**src/rtl/sysid_probe_pkg.sv**
```systemverilog
// sysid_probe_pkg: shared FSM states, Avalon word addresses and stall-counter width
// for the system-ID probe master.
package sysid_probe_pkg;
    typedef enum logic [1:0] {IDLE, RD_ID, RD_TS, FIN} state_e;
    localparam logic ADDR_ID = 1'b0;
    localparam logic ADDR_TS = 1'b1;
    localparam int STALL_W = 8;
endpackage

```
**src/rtl/sysid_probe_timer.sv**
```systemverilog
// sysid_probe_timer: per-read stall counter; expired holds once the count reaches limit.
module sysid_probe_timer import sysid_probe_pkg::*; (
    input  logic               clock,
    input  logic               reset_n,
    input  logic               clear,
    input  logic               enable,
    input  logic [STALL_W-1:0] limit,
    output logic               expired
);
    logic [STALL_W-1:0] cnt_q, cnt_d;
    assign expired = (cnt_q >= limit);
    always_comb cnt_d = clear ? '0 : (enable && !expired) ? cnt_q + 1'b1 : cnt_q;
    always_ff @(posedge clock or negedge reset_n) begin
        if (!reset_n) cnt_q <= '0;
        else          cnt_q <= cnt_d;
    end
endmodule

```
**src/rtl/sysid_probe_master.sv**
```systemverilog
// sysid_probe_master: reads system ID and build timestamp over Avalon-MM and flags matches.
// Define SYSID_PROBE_TIMEOUT_EN to build in the per-read stall timeout.
module sysid_probe_master import sysid_probe_pkg::*; #(
    parameter logic [31:0] EXPECTED_ID    = 32'h0000_0000,
    parameter logic [31:0] EXPECTED_TS    = 32'h5135_046F,
    parameter int          TIMEOUT_CYCLES = 16
) (
    input  logic        clock,
    input  logic        reset_n,
    input  logic        start,
    output logic        avm_address,
    output logic        avm_read,
    input  logic        avm_waitrequest,
    input  logic [31:0] avm_readdata,
    output logic        busy,
    output logic        done,
    output logic        id_ok,
    output logic        ts_ok,
    output logic        timeout,
    output logic [31:0] captured_id,
    output logic [31:0] captured_ts
);
    state_e      state_q, state_d;
    logic        read_q, read_d, addr_q, addr_d, done_q, done_d;
    logic        id_ok_q, id_ok_d, ts_ok_q, ts_ok_d, tmo_q, tmo_d;
    logic [31:0] cid_q, cid_d, cts_q, cts_d;
    logic        expired;
`ifdef SYSID_PROBE_TIMEOUT_EN
    logic stall;
    assign stall = read_q & avm_waitrequest;
    sysid_probe_timer u_timer (
        .clock   (clock),
        .reset_n (reset_n),
        .clear   (~stall),
        .enable  (stall),
        .limit   (STALL_W'(TIMEOUT_CYCLES)),
        .expired (expired)
    );
`else
    assign expired = 1'b0;
`endif
    always_comb begin
        state_d = state_q;
        id_ok_d = id_ok_q;
        ts_ok_d = ts_ok_q;
        tmo_d   = tmo_q;
        cid_d   = cid_q;
        cts_d   = cts_q;
        case (state_q)
            IDLE: if (start) begin
                state_d = RD_ID;
                id_ok_d = 1'b0;
                ts_ok_d = 1'b0;
                tmo_d   = 1'b0;
                cid_d   = '0;
                cts_d   = '0;
            end
            RD_ID: if (!avm_waitrequest) begin
                cid_d   = avm_readdata;
                id_ok_d = (avm_readdata == EXPECTED_ID);
                state_d = RD_TS;
            end else if (expired) begin
                tmo_d   = 1'b1;
                state_d = FIN;
            end
            RD_TS: if (!avm_waitrequest) begin
                cts_d   = avm_readdata;
                ts_ok_d = (avm_readdata == EXPECTED_TS);
                state_d = FIN;
            end else if (expired) begin
                tmo_d   = 1'b1;
                state_d = FIN;
            end
            default: state_d = IDLE;
        endcase
        // bus strobes are registered from the next state so they hold through stalls
        read_d = (state_d == RD_ID) || (state_d == RD_TS);
        addr_d = (state_d == RD_TS) ? ADDR_TS : ADDR_ID;
        done_d = (state_d == FIN);
    end
    always_ff @(posedge clock or negedge reset_n) begin
        if (!reset_n) begin
            state_q <= IDLE;
            read_q  <= 1'b0;
            addr_q  <= 1'b0;
            done_q  <= 1'b0;
            id_ok_q <= 1'b0;
            ts_ok_q <= 1'b0;
            tmo_q   <= 1'b0;
            cid_q   <= '0;
            cts_q   <= '0;
        end else begin
            state_q <= state_d;
            read_q  <= read_d;
            addr_q  <= addr_d;
            done_q  <= done_d;
            id_ok_q <= id_ok_d;
            ts_ok_q <= ts_ok_d;
            tmo_q   <= tmo_d;
            cid_q   <= cid_d;
            cts_q   <= cts_d;
        end
    end
    assign avm_read    = read_q;
    assign avm_address = addr_q;
    assign busy        = read_q;
    assign done        = done_q;
    assign id_ok       = id_ok_q;
    assign ts_ok       = ts_ok_q;
    assign timeout     = tmo_q;
    assign captured_id = cid_q;
    assign captured_ts = cts_q;
endmodule

```
**config.mk**
```make
export PLATFORM = sky130hd
export DESIGN_NAME = sysid_probe_master
export DESIGN_NICKNAME = d
export VERILOG_FILES = /design/src/rtl/sysid_probe_pkg.sv /design/src/rtl/sysid_probe_timer.sv /design/src/rtl/sysid_probe_master.sv
export SDC_FILE = /design/constraint.sdc
export NUM_CORES = 1
export LEC_CHECK = 0
export CORE_MARGIN = 5
export CORE_UTILIZATION = 44
export CTS_BUF_LIST = sky130_fd_sc_hd__clkbuf_4
export CTS_CLUSTER_DIAMETER = 80
export CTS_CLUSTER_SIZE = 24
export DETAILED_ROUTE_END_ITERATION = 7
export PLACE_DENSITY_LB_ADDON = 0.2
export REMOVE_ABC_BUFFERS = 1
export SLEW_MARGIN = 10
export SYNTH_ARGS = -nofsm -noshare
export SYNTH_HDL_FRONTEND = slang
export SYNTH_SLANG_ARGS = --single-unit
export TNS_END_PERCENT = 20
```
**constraint.sdc**
```tcl
create_clock -name clock -period 2.2 [get_ports clock]
set_input_delay 0.33 -clock clock [delete_from_list [all_inputs] [get_ports clock]]
set_output_delay 0.33 -clock clock [all_outputs]
set_load 0.05 [all_outputs]
```
Yosys cells after proc, flatten, opt, wreduce, memory -nomap -nowiden
Cells that the tools add are included.
{"block": "word_totals", "reg_bits": 71, "latch_bits": 0, "ram_bits": 0, "mem_bits_ro": 0, "input_bits": 36, "out_inout_bits": 71, "word_cells": 38, "memories": 0}
{"block": "classes", "addsub": 0, "multipliers": 0, "n_div": 0, "order_cmp": 0, "eq_ne": 9, "n_shift": 0, "mux": 14, "n_bitwise": 0, "n_reduce_logical": 7}
{"cell": "32-bit case mux with 2 select lines", "count": 2}
{"cell": "32-bit two-way mux", "count": 2}
{"cell": "32-bit by 31-bit == test with 1-bit output (second input constant)", "count": 1}
{"cell": "32-bit zero test", "count": 1}
{"cell": "2-bit == test (second input constant)", "count": 3}
{"cell": "2-bit two-way mux", "count": 3}
{"cell": "2-bit inequality test (second input constant)", "count": 3}
{"cell": "2-bit case mux with 3 select lines", "count": 1}
{"cell": "3-bit AND reduction", "count": 2}
{"cell": "2-bit by 1-bit == test with 1-bit output (second input constant)", "count": 2}
{"cell": "1-bit two-way mux", "count": 4}
{"cell": "1-bit case mux with 2 select lines", "count": 2}
{"cell": "2-bit nonzero test", "count": 2}
{"cell": "2-bit zero test", "count": 1}
{"cell": "1-bit logical OR", "count": 1}

Logic depth before layout (Yosys ltp)
{"block": "depth", "depth_word": 4, "ltp_mapped": 7, "depth_no_buf": 4}

Worst setup path after synthesis
Ideal clock, no wire load.
{"block": "synth_timing", "kind": "input to register", "from": "in avm_readdata[26]", "to": "reg id_ok_q, in the netlist id_ok", "setup_time_ps": 92, "arrival_ps": 1526, "required_ps": 2108, "path_slack_ps": 583, "path_stages": 3, "path_buffers": 0, "cell_sequence": "or4_1 > or4_4 > o31ai_2"}
{"block": "synth_between", "elab_chain_len": 3}
{"element": "start, declared", "line": "sysid_probe_master.sv:14", "rtl": "input logic [31:0] avm_readdata,"}
{"element": "32-bit zero test", "line": "sysid_probe_master.sv:60", "rtl": "id_ok_d = (avm_readdata == EXPECTED_ID);"}
{"element": "1-bit two-way mux", "line": "sysid_probe_master.sv:58", "rtl": "RD_ID: if (!avm_waitrequest) begin"}
{"element": "1-bit case mux with 2 select lines", "line": "sysid_probe_master.sv:49", "rtl": "case (state_q)"}
{"element": "end signal, assigned", "line": "sysid_probe_master.sv:97", "rtl": "id_ok_q <= id_ok_d;"}
{"element": "end, declared", "line": "sysid_probe_master.sv:25", "rtl": "logic id_ok_q, id_ok_d, ts_ok_q, ts_ok_d, tmo_q, tmo_d;"}
Every way passes these cells. The select of a mux whose other input is x is not followed.
A chain may end at the register's enable or synchronous reset.

Final worst setup path
{"block": "layout_timing", "from": "reg cts_q[29], in the netlist captured_ts[29]", "to": "out captured_ts[29]"}
{"element": "start, declared", "line": "sysid_probe_master.sv:26", "rtl": "logic [31:0] cid_q, cid_d, cts_q, cts_d;"}
{"element": "start signal, assigned", "line": "sysid_probe_master.sv:101", "rtl": "cts_q <= cts_d;"}
{"element": "end, declared", "line": "sysid_probe_master.sv:21", "rtl": "output logic [31:0] captured_ts"}
No word-level cell between the ends.

==> impl_metrics.tcl <==
set metrics [dict create \
    io_pins 107 \
    initial_core_util 0.452 \
    synth-main-ff-cell "dfrtp_1" \
    yosysUniqueCellTypes 24 \
    syn_area_sq_um 2660 \
    synth_simple_gate_area_frac 0.0612 \
    routed-via-count 2116 \
    cts_setup_buffers 0 \
    wl_per_cell_um 19.3 \
    clkTransAtPathRegs_ns 0.11 \
    grt_overflow 0 \
    grt_max_degree 34 \
    portBuffers 105 \
    yosys_warnings 0 \
    cts_resized 0 \
    drive_above_1_share 0.0924 \
    crit_type "register to output pin" \
    synth_top_family_by_area "compound AO/OA/AOI/OAI gates" \
    synth_seq_cells 71 \
    antenna_found_initial 0 \
    cts_buffers 9 \
    grt_pass1_wl_um 11700 \
    worstSetupEndpointType "output pin" \
    slew_headroom 0.363 \
    die_w_um 87.7 \
    gp_congestion 0.766 \
    final_nets 337 \
    cp.required_ns 1.87 \
    drc 0 \
    syn_to_final_growth_pct 47.8 \
    syn_avg_cell_area_sq_um 14.0 \
    slew_viol_final 0 \
    ant_nets 0 \
    post_synth_fa_ha_maj_area_fraction 0.00941 \
    synthTopCellsByArea "dfrtp_1 67%, a22o_1 20%, clkbuf_1 1.8%" \
    fin_tns_setup_ns 0 \
    vias_per_cell 5.60 \
    fp.dieArea_sq_um 7700 \
    rsz0062_at_grt "false" \
    insertion_delay_ns 0.37 \
    worst_slew_pin_slew_ns 0.954 \
    synth_mux_area_frac 0 \
    finalHoldViolCount 0 \
    first_pass_iters 4 \
    status "completed" \
    powerDensity_nw_per_um2 1630 \
    min_period_over_period 0.886 \
    fmax_mhz 513 \
    place_hpwl_um 5230 \
    clock_sinks 71 \
    worstSetupStartpointType "register" \
    finalCriticalPeriod_ns 1.95 \
    die_height_um 87.7 \
    yosysSeqAreaShare 0.668 \
    cap_violations 0 \
    cts_tree "yes" \
    crit_path_max_incr_delay_ns 0.84 \
    grt_use_total 0.198 \
    synth_area_leader_cell "dfrtp_1" \
    first_iter_violations 41 \
    path_cells "clkdlybuf4s50_1" \
    dpl_worst_slack_ns -0.0208 \
    cp_top_family "buffers and inverters" \
    setup_viol 0 \
    rows 28 \
    hold_buffers 1 \
    core_sq_um 5890 \
    clockBufferDepth 2 \
    wirelength_um 7290 \
    grt_pass1_vias 2262 \
    layout_setup_ws_ns 0.252 \
    holdCritPathClass "input pin to async pin" \
    cp_data_arrival_time_ns 1.62 \
    synth_xor_area_frac 0 \
    worst-path-buf-inv 1 \
    synth_common_cells "71 x dfrtp_1, 62 x a22o_1, 13 x clkbuf_1, 6 x nor4_1, 5 x nand2b_1" \
    fin_skew_ns 0.0138 \
    synth_compound_area_frac 0.229 \
    h-tree-depth 3 \
    path_max_fanout 2 \
    n_antenna_cell 0 \
    synth.most_common_cell "dfrtp_1" \
    async_flop_share 1.00 \
    synth_edf_count 0 \
    p_leak_uw 0.00175 \
    irDropWorstVdd_uv 936 \
    rrSetupSlack_ns 0.39 \
    cts_root_buffer "clkbuf_4" \
    cp_slowest_cell "clkdlybuf4s50_1" \
    postSynthCellCount 190 \
    yosysTopAreaCellShare 0.668 \
]
## layer usage
layer	global-route usage	routed length [um]	vias to the layer above
met3	0.0357	407	8
met1	0.276	3240	1075
met5	0	0	-
met4	0.0642	70	0
met2	0.318	3570	82
li1	-	-	951
## placed cells by master, fill, tap and decap left out, types with 3 or more instances in the layout
cell	Yosys	routed
a22o_1	62	62
buf_4	2	7
clkbuf_4	0	9
clkdlybuf4s50_1	0	104
clkinv_1	0	3
dfrtp_1	71	71
nand2_1	4	4
nand2b_1	5	5
nand4_1	4	4
nor4_1	6	6
## path summary, 6_finish.rpt
| check | startpoint | to | cells after the start |
|---|---|---|---|
| worst max-delay path | captured_ts[29]$_DFFE_PN0P_ | captured_ts[29] | 1 |
| worst min-delay path | reset_n | captured_id[5]$_DFFE_PN0P_ | 2 |
| worst max register to register | state_q[0]$_DFF_PN0_ | captured_id[11]$_DFFE_PN0P_ | 4 |
| worst min register to register | ts_ok$_DFFE_PN0P_ | ts_ok$_DFFE_PN0P_ | 2 |
| max in group asynchronous | reset_n | captured_ts[26]$_DFFE_PN0P_ | 3 |
| min in group clock | ts_ok$_DFFE_PN0P_ | ts_ok$_DFFE_PN0P_ | 2 |
## report_power, final
| group | switching (uW) | total, uW | leakage [uW] | internal [uW] |
|---|---|---|---|---|
| logic | 2390 | 3690 | 0.000761 | 1300 |
| registers | 306 | 2090 | 0.000930 | 1780 |
| clock network | 422 | 634 | 0.0000541 | 212 |
| total | 3110 | 6410 | 0.00175 | 3290 |
## through the flow
step | hold WS, ns | power, uW | cell area, sq um | util | instances
after floorplan | 0.0344 | 4400 | 2580 | - | 173
after global placement | 0.341 | 5760 | 3820 | 0.649 | 362
after detailed placement | 0.344 | 5810 | 3820 | 0.649 | 362
after CTS | 0.442 | 6460 | 3930 | 0.668 | 378
after global routing | 0.507 | 6700 | 3930 | 0.668 | 378
final | 0.456 | 6410 | 3930 | 0.668 | 378
## final cells by class
cell class / instances / area [sq um]
Clock buffer: 9 / 67.6
Inverter: 2 / 7.51
Clock inverter: 6 / 28.8
Tap cell: 75 / 93.8
Sequential cell: 71 / 1780
Timing Repair Buffer: 115 / 1150
Multi-Input combinational cell: 100 / 806
Fill cell: 467 / 1960
## sequential cells by signal, summed over array words and instances, names as in the netlist
register,flops
avm_address,1
id_ok,1
ts_ok,1
avm_read,1
captured_id,32
captured_ts,32
done,1
state_q,2
## kinds of logic after synthesis
kind of cell	after synthesis
AND/OR/NAND/NOR	27
other	1
adder cells (fa/ha/maj)	2
AO/OA/AOI/OAI	70
buffers and inverters	19
flip-flops	71
Power figures use the tool's default switching activity.
